[config.mk]
export PLATFORM = sky130hd
export DESIGN_NAME = pe_mac_sequencer_flat
export DESIGN_NICKNAME = d
export VERILOG_FILES = /design/src/rtl/pe_ctrl_pkg.sv /design/src/rtl/pe_mac_sequencer_if.sv /design/src/rtl/pe_cr_encoder.sv /design/src/rtl/pe_mac_sequencer.sv /design/src/flat_wrapper.sv
export SDC_FILE = /design/constraint.sdc
export NUM_CORES = 1
export LEC_CHECK = 0
export BUFFER_PORTS_ARGS = -buffer_cell sky130_fd_sc_hd__buf_4
export CAP_MARGIN = 10
export CELL_PAD_IN_SITES_DETAIL_PLACEMENT = 0
export CELL_PAD_IN_SITES_GLOBAL_PLACEMENT = 1
export CORE_AREA = 8 8 117 119
export CTS_CLUSTER_SIZE = 40
export DETAILED_ROUTE_END_ITERATION = 10
export DIE_AREA = 0 0 125 127
export PLACE_DENSITY_LB_ADDON = 0.1
export SYNTH_ARGS = -nofsm -noshare
export SYNTH_HDL_FRONTEND = slang
export SYNTH_SLANG_ARGS = --single-unit
[constraint.sdc]
create_clock -name clk -period 3.3 [get_ports clk]
set_input_delay 0 -clock clk [delete_from_list [all_inputs] [get_ports clk]]
set_output_delay 0 -clock clk [all_outputs]
set_load 0.01 [all_outputs]
[src/rtl/pe_ctrl_pkg.sv]
// Shared types and constants for the PE MAC sequencer: FSM states,
// control-word bit positions and precision encodings.
package pe_ctrl_pkg;

  typedef enum logic [2:0] {
    ST_IDLE  = 3'd0,
    ST_CLEAR = 3'd1,
    ST_BIAS  = 3'd2,
    ST_MAC   = 3'd3,
    ST_OUT   = 3'd4,
    ST_DONE  = 3'd5
  } state_e;

  // Bit positions inside the PE cr_* control word
  localparam int CR_HOLD      = 1;
  localparam int CR_RELU      = 2;
  localparam int CR_FEEDBACK  = 5;
  localparam int CR_ZERO_SUM1 = 7;
  localparam int CR_BIAS      = 13;
  localparam int CR_SHIFT     = 14;

  typedef enum logic [1:0] {
    PREC_8B = 2'd0,
    PREC_4B = 2'd1,
    PREC_2B = 2'd2
  } prec_e;

endpackage

[src/rtl/pe_mac_sequencer_if.sv]
// Bundle between the layer controller (master) and the MAC sequencer (slave),
// including the control lines the sequencer drives into the PE.
interface pe_mac_sequencer_if #(
  parameter int CNT_W = 16,
  parameter int CR_W  = 18
);
  logic             start;
  logic [CNT_W-1:0] cfg_num_macs;
  logic [CNT_W-1:0] cfg_num_outputs;
  logic             cfg_use_bias;
  logic             cfg_relu;
  logic [7:0]       cfg_shift;
  logic [1:0]       cfg_precision;
  logic             op_valid;
  logic             op_ready;
  logic             res_valid;
  logic             res_ready;
  logic             enable_mac;
  logic             clear_mac;
  logic [CR_W-1:0]  cr;
  logic [1:0]       PRECISION;
  logic [7:0]       shift_fixed_point;
  logic             busy;
  logic             done;

  modport master (
    output start, cfg_num_macs, cfg_num_outputs, cfg_use_bias, cfg_relu,
           cfg_shift, cfg_precision, op_valid, res_ready,
    input  op_ready, res_valid, enable_mac, clear_mac, cr, PRECISION,
           shift_fixed_point, busy, done
  );

  modport slave (
    input  start, cfg_num_macs, cfg_num_outputs, cfg_use_bias, cfg_relu,
           cfg_shift, cfg_precision, op_valid, res_ready,
    output op_ready, res_valid, enable_mac, clear_mac, cr, PRECISION,
           shift_fixed_point, busy, done
  );
endinterface

[src/rtl/pe_cr_encoder.sv]
// Combinational map from sequencer state and latched config to the PE
// control word; the sequencer registers the result.
module pe_cr_encoder
  import pe_ctrl_pkg::*;
#(
  parameter int CR_W = 18
) (
  input  state_e          state_i,
  input  logic            relu_i,
  input  logic [7:0]      shift_i,
  output logic [CR_W-1:0] cr_o
);

  always_comb begin
    cr_o = '0;
    case (state_i)
      ST_BIAS: begin
        cr_o[CR_BIAS]      = 1'b1;
        cr_o[CR_ZERO_SUM1] = 1'b1;
      end
      ST_MAC:  cr_o[CR_FEEDBACK] = 1'b1;
      ST_OUT: begin
        cr_o[CR_HOLD]  = 1'b1;
        cr_o[CR_RELU]  = relu_i;
        cr_o[CR_SHIFT] = (shift_i != 8'd0);
      end
      default: cr_o = '0;
    endcase
  end

endmodule

[src/rtl/pe_mac_sequencer.sv]
// Drives one PE through clear / bias / MAC stream / result for each output
// neuron of a job. Control outputs are registered decodes of the next state.
module pe_mac_sequencer
  import pe_ctrl_pkg::*;
#(
  parameter int CNT_W = 16,
  parameter int CR_W  = 18
) (
  input  logic               clk,
  input  logic               reset,
  pe_mac_sequencer_if.slave  bus
);

  state_e           state_q, state_d;
  logic [CNT_W-1:0] mac_cnt_q, mac_cnt_d, out_cnt_q, out_cnt_d;
  logic [CNT_W-1:0] macs_q, macs_d, outs_q, outs_d;
  logic             use_bias_q, use_bias_d, relu_q, relu_d;
  logic [7:0]       shift_q, shift_d;
  logic [1:0]       prec_q, prec_d;
  logic             op_ready_q, res_valid_q, mac_en_q, clear_q, busy_q, done_q;
  logic [CR_W-1:0]  cr_q, cr_d;
  logic             op_hs, res_hs;

  assign op_hs  = op_ready_q & bus.op_valid;
  assign res_hs = res_valid_q & bus.res_ready;

  always_comb begin
    state_d    = state_q;
    mac_cnt_d  = mac_cnt_q;
    out_cnt_d  = out_cnt_q;
    macs_d     = macs_q;
    outs_d     = outs_q;
    use_bias_d = use_bias_q;
    relu_d     = relu_q;
    shift_d    = shift_q;
    prec_d     = prec_q;
    case (state_q)
      ST_IDLE: begin
        if (bus.start) begin
          macs_d     = bus.cfg_num_macs;
          outs_d     = (bus.cfg_num_outputs == '0) ? CNT_W'(1) : bus.cfg_num_outputs;
          use_bias_d = bus.cfg_use_bias;
          relu_d     = bus.cfg_relu;
          shift_d    = bus.cfg_shift;
          prec_d     = bus.cfg_precision;
          out_cnt_d  = '0;
          state_d    = ST_CLEAR;
        end
      end
      ST_CLEAR: begin
        mac_cnt_d = '0;
        if (use_bias_q)          state_d = ST_BIAS;
        else if (macs_q == '0)   state_d = ST_OUT;
        else                     state_d = ST_MAC;
      end
      ST_BIAS: state_d = (macs_q == '0) ? ST_OUT : ST_MAC;
      ST_MAC: begin
        if (op_hs) begin
          mac_cnt_d = mac_cnt_q + 1'b1;
          if (mac_cnt_d == macs_q) state_d = ST_OUT;
        end
      end
      ST_OUT: begin
        if (res_hs) begin
          out_cnt_d = out_cnt_q + 1'b1;
          state_d   = (out_cnt_d == outs_q) ? ST_DONE : ST_CLEAR;
        end
      end
      ST_DONE: state_d = ST_IDLE;
      default: state_d = ST_IDLE;
    endcase
  end

  pe_cr_encoder #(.CR_W(CR_W)) u_cr_enc (
    .state_i (state_d),
    .relu_i  (relu_d),
    .shift_i (shift_d),
    .cr_o    (cr_d)
  );

  always_ff @(posedge clk or negedge reset) begin
    if (!reset) begin
      state_q    <= ST_IDLE;
      mac_cnt_q  <= '0;
      out_cnt_q  <= '0;
      macs_q     <= '0;
      outs_q     <= '0;
      use_bias_q <= 1'b0;
      relu_q     <= 1'b0;
      shift_q    <= '0;
      prec_q     <= '0;
    end else begin
      state_q    <= state_d;
      mac_cnt_q  <= mac_cnt_d;
      out_cnt_q  <= out_cnt_d;
      macs_q     <= macs_d;
      outs_q     <= outs_d;
      use_bias_q <= use_bias_d;
      relu_q     <= relu_d;
      shift_q    <= shift_d;
      prec_q     <= prec_d;
    end
  end

  // Output registers follow state_d so they line up with the state register
  always_ff @(posedge clk or negedge reset) begin
    if (!reset) begin
      op_ready_q  <= 1'b0;
      res_valid_q <= 1'b0;
      mac_en_q    <= 1'b0;
      clear_q     <= 1'b0;
      busy_q      <= 1'b0;
      done_q      <= 1'b0;
      cr_q        <= '0;
    end else begin
      op_ready_q  <= (state_d == ST_MAC);
      res_valid_q <= (state_d == ST_OUT);
      mac_en_q    <= (state_d == ST_CLEAR) || (state_d == ST_BIAS);
      clear_q     <= (state_d == ST_CLEAR);
      busy_q      <= (state_d != ST_IDLE);
      done_q      <= (state_d == ST_DONE);
      cr_q        <= cr_d;
    end
  end

  // MAC enable follows op_valid combinationally so stalls hold the accumulator
  assign bus.enable_mac        = mac_en_q | op_hs;
  assign bus.op_ready          = op_ready_q;
  assign bus.res_valid         = res_valid_q;
  assign bus.clear_mac         = clear_q;
  assign bus.cr                = cr_q;
  assign bus.PRECISION         = prec_q;
  assign bus.shift_fixed_point = shift_q;
  assign bus.busy              = busy_q;
  assign bus.done              = done_q;

endmodule
[src/flat_wrapper.sv]
// flat-port wrapper written by rule: the top's interface ports become plain ports
module pe_mac_sequencer_flat import pe_ctrl_pkg::*;
#(
  parameter int CNT_W = 16,
  parameter int CR_W  = 18
)
  (clk, reset, bus_start, bus_cfg_num_macs, bus_cfg_num_outputs, bus_cfg_use_bias, bus_cfg_relu, bus_cfg_shift, bus_cfg_precision, bus_op_valid, bus_res_ready, bus_op_ready, bus_res_valid, bus_enable_mac, bus_clear_mac, bus_cr, bus_PRECISION, bus_shift_fixed_point, bus_busy, bus_done);
  pe_mac_sequencer_if #(.CNT_W(CNT_W), .CR_W(CR_W)) bus_i ();
  input  logic clk;
  input  logic reset;
  input wire logic [$bits(bus_i.start)-1:0] bus_start;
  input wire logic [$bits(bus_i.cfg_num_macs)-1:0] bus_cfg_num_macs;
  input wire logic [$bits(bus_i.cfg_num_outputs)-1:0] bus_cfg_num_outputs;
  input wire logic [$bits(bus_i.cfg_use_bias)-1:0] bus_cfg_use_bias;
  input wire logic [$bits(bus_i.cfg_relu)-1:0] bus_cfg_relu;
  input wire logic [$bits(bus_i.cfg_shift)-1:0] bus_cfg_shift;
  input wire logic [$bits(bus_i.cfg_precision)-1:0] bus_cfg_precision;
  input wire logic [$bits(bus_i.op_valid)-1:0] bus_op_valid;
  input wire logic [$bits(bus_i.res_ready)-1:0] bus_res_ready;
  output wire logic [$bits(bus_i.op_ready)-1:0] bus_op_ready;
  output wire logic [$bits(bus_i.res_valid)-1:0] bus_res_valid;
  output wire logic [$bits(bus_i.enable_mac)-1:0] bus_enable_mac;
  output wire logic [$bits(bus_i.clear_mac)-1:0] bus_clear_mac;
  output wire logic [$bits(bus_i.cr)-1:0] bus_cr;
  output wire logic [$bits(bus_i.PRECISION)-1:0] bus_PRECISION;
  output wire logic [$bits(bus_i.shift_fixed_point)-1:0] bus_shift_fixed_point;
  output wire logic [$bits(bus_i.busy)-1:0] bus_busy;
  output wire logic [$bits(bus_i.done)-1:0] bus_done;
  assign bus_i.start = bus_start;
  assign bus_i.cfg_num_macs = bus_cfg_num_macs;
  assign bus_i.cfg_num_outputs = bus_cfg_num_outputs;
  assign bus_i.cfg_use_bias = bus_cfg_use_bias;
  assign bus_i.cfg_relu = bus_cfg_relu;
  assign bus_i.cfg_shift = bus_cfg_shift;
  assign bus_i.cfg_precision = bus_cfg_precision;
  assign bus_i.op_valid = bus_op_valid;
  assign bus_i.res_ready = bus_res_ready;
  assign bus_op_ready = bus_i.op_ready;
  assign bus_res_valid = bus_i.res_valid;
  assign bus_enable_mac = bus_i.enable_mac;
  assign bus_clear_mac = bus_i.clear_mac;
  assign bus_cr = bus_i.cr;
  assign bus_PRECISION = bus_i.PRECISION;
  assign bus_shift_fixed_point = bus_i.shift_fixed_point;
  assign bus_busy = bus_i.busy;
  assign bus_done = bus_i.done;
  pe_mac_sequencer #(.CNT_W(CNT_W), .CR_W(CR_W)) u_core (.clk(clk), .reset(reset), .bus(bus_i));
endmodule
Word-level counts from Yosys, hierarchy flattened
Index checks and enable logic that the tools add are counted.
{"block": "classes", "addsub": 2, "n_eq_ne": 14, "n_mux": 22, "bitwise_logic": 3, "reduce_logical": 11}
{"operator": "$mux W16", "n": 4}
{"operator": "$pmux W16 S2", "n": 2}
{"operator": "$add A16 B1 Y16 const B", "n": 2}
{"operator": "$eq A16 B16 Y1", "n": 2}
{"operator": "$logic_not A16 Y1", "n": 2}
{"operator": "$mux W3", "n": 7}
{"operator": "$mux W8", "n": 2}
{"operator": "$pmux W3 S5", "n": 1}
{"operator": "$eq A3 B2 Y1 const B", "n": 4}
{"operator": "$eq A3 B3 Y1 const B", "n": 3}
{"operator": "$reduce_bool A8 Y1", "n": 1}
{"operator": "$eq A3 B1 Y1 const B", "n": 2}
{"operator": "$mux W1", "n": 5}
{"operator": "$ne A2 B1 Y1 const B", "n": 2}
{"operator": "$reduce_and A2 Y1", "n": 2}
{"operator": "$reduce_bool A2 Y1", "n": 2}
{"operator": "$logic_not A3 Y1", "n": 1}
{"operator": "$reduce_and A3 Y1", "n": 1}
{"operator": "$reduce_bool A3 Y1", "n": 1}
{"operator": "$and A1 B1 Y1", "n": 2}
{"operator": "$mux W2", "n": 1}
{"operator": "$ne A2 B2 Y1 const B", "n": 1}
{"operator": "$logic_or A1 B1 Y1", "n": 1}
{"operator": "$or A1 B1 Y1", "n": 1}
{"block": "word_totals", "register_bits": 91, "inputBits": 49, "out_inout_bits": 34, "word_cells": 68}

Longest topological paths before layout
Gate-level depths: netlist of the first run.
{"block": "depth", "word_depth": 7, "ltp_mapped": 10}

Modules after synthesis
From an unflattened synthesis of the first run, not the netlist that was laid out.
{"block": "unflattened", "cells_unflattened": 602, "hier_area_um2": 5395.2}
{"mod": "pe_mac_sequencer", "instances": 1, "cells_per_inst": 581, "area_each_um2": 5236.3, "seq_area_each_um2": 2577.5}
{"mod": "pe_cr_encoder", "instances": 1, "cells_per_inst": 21, "area_each_um2": 158.9, "seq_area_each_um2": 0.0}

Worst setup path after synthesis of the first run
Ideal clock, no wire load.
{"block": "synth_timing", "path_type": "reg2reg", "startpoint": "reg u_core.out_cnt_q[0]", "endpoint": "reg u_core.cr_q[14], in the netlist u_core.bus.cr[14]", "setup_ps": 80, "arrival_ps": 2212, "t_required_ps": 3220, "setup_slack_ps": 1008, "path_stages_with_launch": 9, "synth_period_minus_slack_ps": 2292, "cell_sequence": "dfrtp_1 ha_1 xor2_1 a2111oi_0 o211ai_1 nor4_1 nand4_1 o2bb2ai_2 nor3b_2"}
{"block": "synth_via", "elab_chain_len": 7}
{"item": "from (decl)", "line_no": "pe_mac_sequencer.sv:15", "text": "logic [CNT_W-1:0] mac_cnt_q, mac_cnt_d, out_cnt_q, out_cnt_d;"}
{"item": "from (signal assigned)", "line_no": "pe_mac_sequencer.sv:95", "text": "out_cnt_q <= out_cnt_d;"}
{"item": "$add A16 B1 Y16", "line_no": "pe_mac_sequencer.sv:65", "text": "out_cnt_d = out_cnt_q + 1'b1;"}
{"item": "$eq A16 B16 Y1", "line_no": "pe_mac_sequencer.sv:66", "text": "state_d = (out_cnt_d == outs_q) ? ST_DONE : ST_CLEAR;"}
{"item": "$mux W3", "line_no": "pe_mac_sequencer.sv:66"}
{"item": "$mux W3", "line_no": "pe_mac_sequencer.sv:64", "text": "if (res_hs) begin"}
{"item": "$pmux W3 S5", "line_no": "pe_mac_sequencer.sv:37", "text": "case (state_q)"}
{"item": "$eq A3 B3 Y1", "line_no": "pe_cr_encoder.sv:16", "text": "case (state_i)"}
{"item": "$mux W1", "line_no": "pe_cr_encoder.sv:16"}
{"item": "via u_core.cr_d[14]", "line_no": "pe_mac_sequencer.sv:21", "text": "logic [CR_W-1:0] cr_q, cr_d;"}
{"item": "to (signal assigned)", "line_no": "pe_mac_sequencer.sv:122", "text": "cr_q <= cr_d;"}
{"item": "to (decl)", "line_no": "pe_mac_sequencer.sv:21"}
The timed path passes the listed nets, and every way through them passes these cells.
A chain may end at the register's enable or synchronous reset.

Worst setup path in the final report of the first run
Same ends and word-level chain as after synthesis.

==> run_results.csv, run 1 <==
group,metric,value,unit
placement,dpl.cell_count,712,
logic_synthesis,ys_warn_count,0,
clocking,htree_levels,3,
pwr,combPwrFrac,11.1,%
timing,tightestPinTransition,0.921,ns
final_layout,antennaDiodeCount,0,
floorplanning,ioPinCount,83,
floorplanning,core,0.0118,sq mm
routing,via_count,4217,
clocking,cts_root_buf,"clkbuf_16",
placement,place_congestion,0.895,
final_layout,fin_util,54.2,%
clocking,post_cts_buffers,0,
routing,ant_nets,0,
pwr,p_sw,595,uW
placement,place_area,0.00566,sq mm
final_layout,nFillCells,1082,
timing,post-route-min-period,2.73,ns
floorplanning,die_h,127,um
global_route,track_usage,17.1,%
pwr,ir_drop,0.000246,V
routing,wl_per_cell,16.9,um
timing,finalCritPeriodShare,82.9,%
pwr,p_sw_share,24.9,%
clocking,clkSinkCount,88,
timing,fmax,366,MHz
routing,wl_met3,510,um
placement,dp_slack,0.532,ns
worst_setup_path,arrival,3.01,ns
global_route,grt_max_degree,72,
logic_synthesis,synth_ff_type,"dfrtp_1",
placement,port_buffers,70,
floorplanning,dieArea,0.0159,sq mm
routing,met1_length,5660,um
logic_synthesis,synth_edf_count,0,
worst_setup_path,worst_setup_path_start_kind,"flip-flop",
timing,slew_headroom,38.6,%
timing,rsz0062_at_grt,"no",
floorplanning,start_util,43.3,%
global_route,antenna_found_initial,0,
routing,drt_wl_total,13100,um
timing,tns,0,ns
clocking,ctsHoldBuffers,46,
final_layout,finalNetCount,673,
final_layout,drive_gt1_share,24.2,%
final_layout,layout.cells.non_filler,774,
routing,drc,0,
pwr,clkPwrFrac,41.0,%
routing,viasPerCell,5.45,
timing,setup_ws,0.565,ns
pwr,leakagePower,2.86,nW
pwr,pwr_density_cell,373,mW/mm^2
timing,hold_violations,0,
logic_synthesis,avgSynthCellArea,9.75,sq um
clocking,cts_inserted_buffers,9,
worst_setup_path,critical_path_class,"reg2reg",
worst_setup_path,critPathMaxFanout,6,
logic_synthesis,synth-seq-area-share,43.0,%
clocking,path_clk_slew,0.07,ns
floorplanning,die_x,125,um
clocking,cts_tree,"done",
pwr,p_seq_share,47.8,%
flow_run,max_cap_viol_count,0,
final_layout,design_area,0.00641,sq mm
timing,final-max-slew-violation-count,0,
routing,route.met2.wl,6600,um
routing,highest_layer,"met4",
clocking,clockBufferDepth,2,
global_route,overflow,0,
hold_path,hold_path.class,"in2reg",
timing,skew,0.00979,ns
clocking,cts-resized-gates,0,
final_layout,syn_to_final_growth,25.2,%
run_status,outcome,"completed",
global_route,grt_pass1_wl,21900,um
worst_setup_path,path_cells,"ha_1 > xor2_1 > a2111oi_0 > o211ai_1 > nor4_1 > nand4_1 > o2bb2ai_2 > nor3b_2",
floorplanning,num_rows,40,
worst_setup_path,crit_required,3.57,ns
pwr,total_power,2.39,mW
logic_synthesis,synthArstFlopShare,100,%
placement,hpwl,9230,um
worst_setup_path,critPathCaptureType,"flip-flop",
logic_synthesis,synth-seq-cells,88,
routing,first_pass_iters,4,
logic_synthesis,synth_cell_types,64,
worst_setup_path,slowest_delay,0.50,ns
clocking,clk_latency,0.35,ns
pwr,intPower,1.79,mW
routing,dr.first_iter.drc_count,362,
global_route,grt_pass1_vias,4309,
worst_setup_path,cp_slowest_cell,"nor4_1",
timing,setup-violations-final,0,
timing,hold_ws,0.0392,ns
logic_synthesis,syn-instance-count,525,
logic_synthesis,netlist_area,0.00512,sq mm
-- synthesized netlist by cell type, types with 3 or more instances --
| cell | instances | area [sq um] |
|---|---|---|
| dfrtp_1 | 88 | 2200 |
| o21ai_0 | 50 | 250 |
| nand2_1 | 44 | 165 |
| mux2_2 | 39 | 439 |
| nor2_1 | 27 | 101 |
| xnor2_1 | 27 | 236 |
| clkbuf_1 | 23 | 86.3 |
| buf_4 | 16 | 120 |
| a21oi_1 | 15 | 75.1 |
| nand3_1 | 15 | 75.1 |
| nand4_1 | 14 | 87.6 |
| o31ai_1 | 13 | 97.6 |
| inv_1 | 12 | 45.0 |
| nor2b_1 | 12 | 75.1 |
| nor4_1 | 12 | 75.1 |
| nand2b_1 | 11 | 68.8 |
| xor2_1 | 9 | 78.8 |
| and3_1 | 7 | 43.8 |
| a31oi_1 | 6 | 37.5 |
| buf_2 | 6 | 30.0 |
| nor3_1 | 6 | 30.0 |
| and2_1 | 5 | 31.3 |
| and4_1 | 4 | 35.0 |
| o41ai_1 | 4 | 35.0 |
| mux2i_1 | 3 | 30.0 |
| nor3_2 | 3 | 30.0 |
| nor4_4 | 3 | 63.8 |
| o211ai_1 | 3 | 22.5 |
| o21ai_1 | 3 | 15.0 |
-- cell type report --
cell class	count	area [sq um]	area share, %
Tap cell	147	184	2.87
Multi-Input combinational cell	389	2660	41.6
Sequential cell	88	2200	34.4
Inverter	13	48.8	0.762
Timing Repair Buffer	121	1020	16.0
Clock buffer	12	256	4.00
Clock inverter	4	28.8	0.449
-- layer usage --
layer	vias up	track usage (%)
li1	2059	-
met3	19	3.45
met4	0	8.31
met1	2050	20.5
met2	89	29.0
met5	-	0
-- final timing paths --
kind / startpoint / depth (start not counted) / slack (ns) / end
worst max-delay path: u_core.out_cnt_q[0] / 8 / 0.57 / u_core.bus.cr[14]
worst min-delay path: bus_op_valid / 3 / 0.04 / u_core.mac_cnt_q[6]
min in group asynchronous: reset / 2 / 0.33 / u_core.macs_q[12]
worst max register to register: u_core.out_cnt_q[0] / 8 / 0.57 / u_core.bus.cr[14]
worst min register to register: u_core.relu_q / 1 / 0.50 / u_core.relu_q
max in group asynchronous: reset / 3 / 2.16 / u_core.mac_en_q
-- cell usage in the layout (no fill, tap or decap), types with 14 or more instances in the layout --
cell | synthesis | routed
a21oi_1 | 15 | 15
buf_4 | 16 | 75
dfrtp_1 | 88 | 88
dlygate4sd3_1 | 0 | 46
mux2_2 | 39 | 39
nand2_1 | 44 | 44
nand3_1 | 15 | 15
nand4_1 | 14 | 14
nor2_1 | 27 | 27
o21ai_0 | 50 | 50
xnor2_1 | 27 | 27
-- state kept, by name (all words and copies together), names as in the netlist, 2 cells and up --
| name | flops |
|---|---|
| u_core.bus.PRECISION | 2 |
| u_core.bus.cr | 5 |
| u_core.bus.shift_fixed_point | 8 |
| u_core.mac_cnt_q | 16 |
| u_core.macs_q | 16 |
| u_core.out_cnt_q | 16 |
| u_core.outs_q | 16 |
| u_core.state_q | 3 |
-- power by group through the flow --
| stage | combinational (mW) | clock, mW | sequential [mW] |
|---|---|---|---|
| 2_1_floorplan | 0.140 | 0 | 1.15 |
| 6_report | 0.266 | 0.980 | 1.14 |
| 3_5_place_dp | 0.224 | 0 | 1.16 |
| 5_1_grt | 0.298 | 1.05 | 1.15 |
| 3_3_place_gp | 0.221 | 0 | 1.16 |
| 4_1_cts | 0.267 | 1.01 | 1.14 |
-- kinds of logic (layout without fill, tap and decap cells) --
family,count (synthesis),count (layout),share of synthesized area (%)
AOI/OAI and AO/OA,114,114,14.2
xor gates and xnor gates,37,37,6.48
adders and majority gates,2,2,0.489
buffers and inverters,59,150,5.79
DFF,88,88,43.0
muxes,42,42,9.17
other,1,12,0.0733
and+or+nand+nor,182,182,20.8
-- worst max-delay path, delay by kind of cell, from the launching register on --
family | cells | cell delay, ns
flip-flops | 1 | 0.44
AO/OA/AOI/OAI | 3 | 0.81
adder cells (fa/ha/maj) | 1 | 0.35
AND/OR/NAND/NOR | 3 | 0.90
XOR/XNOR | 1 | 0.16
Power figures use the tool's default switching activity.
==> inputs of run 2 (changes only) <==
Settings changed: ABC_AREA set to 1, CORE_AREA 8 8 117 119 to 8 8 126 128, DIE_AREA 0 0 125 127 to 0 0 134 136.
Clock period 3.3 ns to 2.41 ns, I/O delays scaled along.
==> run 2 against run 1 <==
  * Worst setup slack worse by 0.35 ns
  * Via count rose by 11%
  * Final cell count rose by 27%
  * Register-to-register slack got worse by 0.35 ns
  * Largest power group unchanged
  * Highest routed layer unchanged
==> run_results.csv, run 2 <==
group,metric,value,unit
pwr,pwr_density_cell,531,mW/mm^2
timing,hold_violations,0,
timing,post-route-min-period,2.20,ns
global_route,overflow,0,
placement,hpwl,10800,um
timing,slew_headroom,53.6,%
placement,port_buffers,70,
logic_synthesis,syn-instance-count,671,
run_status,outcome,"completed",
routing,met1_length,6350,um
timing,setup-violations-final,0,
floorplanning,die_h,136,um
floorplanning,dieArea,0.0182,sq mm
floorplanning,num_rows,44,
final_layout,multi_input_area,0.00243,sq mm
worst_setup_path,crit_required,2.68,ns
routing,route.met2.wl,7540,um
global_route,grt_pass1_vias,4780,
worst_setup_path,critPathMaxFanout,6,
routing,first_pass_iters,4,
timing,setup_ws,0.215,ns
routing,drc,0,
pwr,ir_drop,0.000307,V
final_layout,mostFrequentLayoutCell,"nand2_1",
worst_setup_path,arrival,2.47,ns
floorplanning,core,0.0140,sq mm
final_layout,finalNetCount,843,
logic_synthesis,synth_top_area_share,43.9,%
logic_synthesis,netlist_area,0.00502,sq mm
logic_synthesis,synth_edf_count,0,
logic_synthesis,synth-seq-cells,88,
routing,via_count,4668,
clocking,clk_latency,0.35,ns
final_layout,layout_common_cells,"241 x nand2_1, 87 x dfrtp_1, 82 x buf_4",
logic_synthesis,synth_area_leader_cell,"dfrtp_1",
placement,place_congestion,0.827,
timing,skew,0.00597,ns
logic_synthesis,avgSynthCellArea,7.48,sq um
worst_setup_path,worst_setup_path_start_kind,"flip-flop",
hold_path,hold_path.class,"in2reg",
worst_setup_path,critPathCaptureType,"flip-flop",
timing,tightestPinTransition,0.690,ns
routing,dr.first_iter.drc_count,181,
clocking,path_clk_slew,0.07,ns
floorplanning,die_x,134,um
global_route,track_usage,16.5,%
routing,ant_nets,0,
global_route,grt_pass1_wl,23800,um
logic_synthesis,synth-seq-area-share,43.9,%
logic_synthesis,synth_area_leaders,"dfrtp_1 44%, nand2_1 18%, nand3_1 5.8%",
logic_synthesis,ys_warn_count,0,
logic_synthesis,synthArstFlopShare,100,%
routing,highest_layer,"met4",
logic_synthesis,synth_ff_type,"dfrtp_1",
floorplanning,ioPinCount,83,
clocking,cts_inserted_buffers,9,
timing,finalCritPeriodShare,91.1,%
clocking,cts_root_buf,"clkbuf_16",
logic_synthesis,synth_commonest_cells,"242 x nand2_1, 88 x dfrtp_1, 68 x inv_1, 58 x nand3_1, 39 x nor2_1",
floorplanning,start_util,35.8,%
placement,dp_slack,0.183,ns
final_layout,nFillCells,1431,
global_route,grt_max_degree,47,
timing,final-max-slew-violation-count,0,
timing,fmax,456,MHz
worst_setup_path,critical_path_class,"reg2reg",
routing,wl_met3,393,um
clocking,clkSinkCount,88,
routing,drt_wl_total,14600,um
final_layout,syn_to_final_growth,30.0,%
flow_run,max_cap_viol_count,0,
routing,wl_per_cell,14.9,um
clocking,clockBufferDepth,2,
logic_synthesis,synth_cell_types,35,
final_layout,seqCellArea,0.00220,sq mm
final_layout,drive_gt1_share,18.3,%
global_route,antenna_found_initial,0,
clocking,cts_tree,"done",
routing,viasPerCell,4.76,
pwr,total_power,3.47,mW
final_layout,antennaDiodeCount,0,
final_layout,fin_util,46.5,%
logic_synthesis,synth.most_common_cell,"nand2_1",
clocking,htree_levels,3,
pwr,leakagePower,3.40,nW
-- run 2: cell types whose count changed in the layout (fill, tap and decap cells not counted), sizes merged, moves of 12 or more --
cell | previous run | this run
xnor2 | 28 | 1
nor2 | 28 | 54
nor2b | 12 | 0
o31ai | 13 | 0
nand3 | 16 | 64
nand2 | 45 | 254
mux2 | 39 | 0
o21ai | 53 | 31
o22ai | 2 | 22
inv | 13 | 71
-- run 2: critical path, stage by stage, from the launching register on --
cell,delay [ns]
dfrtp_1,0.43
ha_1,0.28
nand2_1,0.13
inv_1,0.07
nand2_1,0.06
nand2_1,0.10
nor2_1,0.05
a21oi_1,0.19
nand2_1,0.07
nor2_1,0.10
nand3_1,0.10
o21bai_1,0.16
nand2_1,0.09
nand2_2,0.11
nand2_4,0.08
nor3_2,0.10
-- run 2: kinds of logic after synthesis --
family	share of synthesized area [%]
other	0.0747
DFF	43.9
buffers and inverters	8.90
xor gates and xnor gates	1.94
and+or+nand+nor	37.9
AOI/OAI and AO/OA	6.85
adders and majority gates	0.498
-- run 2: final timing paths --
| kind | startpoint | to | slack (ns) | depth (start not counted) |
|---|---|---|---|---|
| min in group asynchronous | reset | u_core.outs_q[11] | 0.21 | 2 |
| max reg2reg | u_core.out_cnt_q[0] | u_core.bus.cr[14] | 0.21 | 15 |
| max in group asynchronous | reset | u_core.mac_cnt_q[8] | 1.52 | 3 |
| min reg2reg | u_core.bus.PRECISION[0] | u_core.bus.PRECISION[0] | 0.49 | 2 |
| min | bus_start | u_core.macs_q[0] | 0.09 | 4 |
| max | u_core.out_cnt_q[0] | u_core.bus.cr[14] | 0.21 | 15 |
-- run 2: layout make-up --
type / count / area share, %
Clock buffer: 12 / 3.93
Inverter: 71 / 4.08
Timing Repair Buffer: 128 / 16.6
Sequential cell: 88 / 33.8
Clock inverter: 4 / 0.805
Tap cell: 184 / 3.53
Multi-Input combinational cell: 494 / 37.3
-- run 2: timing repair --
item                                    CTS  global route
setup buffers                             0             4
endpoints found under the setup margin    0             7
hold endpoints to repair                 89             0
resized for setup                         0             7
hold buffers                             45             0
-- run 2: metal layers --
layer | GRT usage [%] | vias up
li1 | - | 2376
met1 | 19.3 | 2201
met2 | 29.5 | 69
met3 | 2.70 | 22
met4 | 7.05 | 0
met5 | 0 | -
-- run 2: stage by stage --
stage          TNS (ns)  instance area [sq um]  cells  hold WS [ns]
6_report              0                   6530    981        0.0913
5_1_grt        -0.00156                   6530    981         0.128
4_1_cts               0                   6480    977         0.124
3_5_place_dp          0                   5720    916        0.0747
3_3_place_gp          0                   5720    916        0.0794
2_1_floorplan         0                   5060    682        -0.296
-- run 2: where the power goes --
part           switching, mW  total, mW  internal, mW
Clock                  0.610       1.47         0.861
Combinational          0.226      0.428         0.202
Sequential            0.0544       1.57          1.51
Total                  0.890       3.47          2.58
==> inputs of run 3 (changes only) <==
--- a/config.mk
+++ b/config.mk
@@ -11,8 +11,9 @@
 export CELL_PAD_IN_SITES_DETAIL_PLACEMENT = 0
 export CELL_PAD_IN_SITES_GLOBAL_PLACEMENT = 1
-export CORE_AREA = 8 8 126 128
+export CORE_AREA = 8 8 120 122
 export CTS_CLUSTER_SIZE = 40
 export DETAILED_ROUTE_END_ITERATION = 10
-export DIE_AREA = 0 0 134 136
+export DIE_AREA = 0 0 128 130
+export GPL_ROUTABILITY_DRIVEN = 1
 export PLACE_DENSITY_LB_ADDON = 0.1
 export SYNTH_ARGS = -nofsm -noshare
==> constraint.sdc (replaced) <==
create_clock -name clk -period 2.04 [get_ports clk]
set_input_delay 0.102 -clock clk [delete_from_list [all_inputs] [get_ports clk]]
set_output_delay 0.102 -clock clk [all_outputs]
set_load 0.01 [all_outputs]
==> run 3 against run 2 <==
  * The flow now finishes with violations (negative setup slack)
  * Non-clock buffer count increased by 42
  * Clock power up 11%
  * Sequential share of layout area is 2.3 points lower
  * Routed wire length is 2.9% higher
  * Hold slack worse by 0.039 ns
  * Power grew 19%
  * Flip-flop and latch count unchanged
  * Combinational power up 43%
  * Register-to-register slack lost 0.36 ns
  * Critical path type unchanged
  * Critical endpoint is now u_core.bus.cr[2]
==> run_results.csv, run 3 (synthesis results as in run 2) <==
group,metric,value,unit
worst_setup_path,critPathMaxFanout,5,
final_layout,antennaDiodeCount,0,
clocking,clkSinkCount,88,
final_layout,drive_gt1_share,25.6,%
clocking,cts_inserted_buffers,9,
run_status,failed_checks,"negative setup slack",
hold_path,hold_start,"bus_cfg_num_outputs[0]",
timing,rsz0062_at_grt,"yes",
timing,finalCritPeriodShare,107,%
placement,port_buffers,70,
worst_setup_path,critPathCaptureType,"flip-flop",
global_route,track_usage,18.8,%
global_route,antenna_found_initial,0,
timing,setup-violations-final,9,
clocking,clockBufferDepth,2,
floorplanning,die_x,128,um
global_route,grt_pass1_wl,24600,um
floorplanning,ioPinCount,83,
clocking,path_clk_slew,0.07,ns
final_layout,finalNetCount,886,
clocking,cts_root_buf,"clkbuf_16",
global_route,overflow,0,
routing,dr.first_iter.drc_count,300,
timing,post-route-min-period,2.19,ns
placement,hpwl,10800,um
placement,place_area,0.00599,sq mm
flow_run,max_cap_viol_count,0,
hold_path,min_path_cells,4,
worst_setup_path,rrSetupSlack,-0.15,ns
final_layout,syn_to_final_growth,39.4,%
final_layout,design_area,0.00700,sq mm
routing,wl_met3,424,um
worst_setup_path,worstRegToRegCells,15,
clocking,cts_tree,"done",
routing,drt_wl_total,15000,um
timing,slew_headroom,55.3,%
floorplanning,num_rows,41,
worst_setup_path,worst_setup_path_start_kind,"flip-flop",
run_status,outcome,"complete, but fails checks",
worst_setup_path,crit_required,2.31,ns
floorplanning,die_h,130,um
routing,ant_nets,0,
pwr,leakagePower,3.63,nW
floorplanning,dieArea,0.0166,sq mm
worst_setup_path,arrival,2.46,ns
clocking,clk_latency,0.35,ns
worst_setup_path,reg2reg_from,"u_core.mac_cnt_q[1]",
timing,hold_violations,0,
timing,setup_ws,-0.149,ns
final_layout,layout_common_cells,"236 x nand2_1, 119 x buf_4, 85 x dfrtp_1",
pwr,total_power,4.12,mW
timing,fmax,457,MHz
timing,final-max-slew-violation-count,0,
final_layout,mostFrequentLayoutCell,"nand2_1",
clocking,htree_levels,3,
pwr,ir_drop,0.000452,V
worst_setup_path,critical_path_class,"reg2reg",
routing,wl_per_cell,14.8,um
pwr,pwr_density_cell,588,mW/mm^2
worst_setup_path,r2r-end,"u_core.bus.cr[2]",
routing,drc,0,
timing,hold_ws,0.0522,ns
floorplanning,core,0.0124,sq mm
timing,tightestPinTransition,0.664,ns
placement,place_congestion,0.825,
global_route,grt_max_degree,34,
routing,highest_layer,"met4",
routing,viasPerCell,4.91,
routing,met1_length,6150,um
floorplanning,start_util,40.4,%
global_route,grt_pass1_vias,5046,
routing,route.met2.wl,8210,um
hold_path,hold_path.class,"in2reg",
routing,via_count,4964,
routing,first_pass_iters,4,
timing,skew,0.00619,ns
hold_path,hold_end,"u_core.outs_q[0]",
-- run 3: cell count changes in the layout (fill, tap and decap cells not counted), moves of 3 or more --
cell / before / now
nand3_4: 2 / 5
nand3_2: 5 / 11
nand3_1: 57 / 48
buf_6: 0 / 7
nand2_2: 11 / 14
nor2_1: 38 / 35
nor2_4: 5 / 9
nand2_1: 241 / 236
buf_4: 82 / 119
-- run 3: worst max path at each step --
stage	cells after the start	start	slack (ns)	endpoint
6_report	15	u_core.mac_cnt_q[1]	-0.15	u_core.bus.cr[2]
5_1_grt	16	u_core.mac_cnt_q[1]	-0.24	u_core.bus.cr[2]
4_1_cts	15	u_core.mac_cnt_q[1]	-0.09	u_core.bus.cr[14]
3_5_place_dp	15	u_core.mac_cnt_q[0]	-0.11	u_core.bus.cr[14]
3_3_place_gp	14	u_core.out_cnt_q[0]	-0.08	u_core.bus.cr[2]
2_1_floorplan	15	u_core.mac_cnt_q[0]	0.06	u_core.bus.cr[2]
-- run 3: metrics by stage --
stage / std cells / TNS, ns / worst slack, ns / util (%)
floorplan: 682 / 0 / 0.0591 / -
global placement: 942 / -0.351 / -0.0799 / 48.2
detailed placement: 942 / -0.550 / -0.115 / 48.2
CTS: 1006 / -0.233 / -0.0882 / 55.2
global route: 1012 / -1.80 / -0.242 / 56.4
finish: 1012 / -0.733 / -0.149 / 56.4
-- run 3: metal layers --
layer / global-route usage [%] / vias to the layer above
li1: - / 2485
met5: 0 / -
met4: 6.78 / 0
met3: 2.57 / 19
met2: 35.7 / 79
met1: 20.9 / 2381
-- run 3: worst max-delay path: stages (launching register included) --
cell     delay (ns)
dfrtp_1        0.42
ha_4           0.21
nand2_8        0.09
nor2_8         0.17
nand3_2        0.10
nand3_1        0.09
nand2_1        0.07
nor2_1         0.09
nand2_1        0.06
nor2_2         0.15
nand2_2        0.08
nor2_4         0.12
nand2_2        0.08
nand2_4        0.08
nand3_4        0.09
nor3_2         0.20
-- run 3: power breakdown --
group	internal, mW	switching [mW]
combinational	0.286	0.323
clock	0.901	0.730
sequential	1.79	0.0865
total	2.98	1.14
-- run 3: final cells by class --
class / instances / area, sq um
clock buffer: 11 / 253
clock inverter: 5 / 38.8
fill: 1185 / 5410
inverter: 71 / 267
multi-input combinational: 495 / 2600
sequential: 88 / 2210
tap: 172 / 215
timing repair buffer: 170 / 1420
-- run 3: repair_timing --
item                       4_1_cts  5_1_grt
gates resized for setup         24       25
buffers inserted                 4        6
pin swaps                        8        6
setup endpoints to repair        8       12
cloned                           1        0
hold endpoints to repair        72        0
hold buffers                    43        0
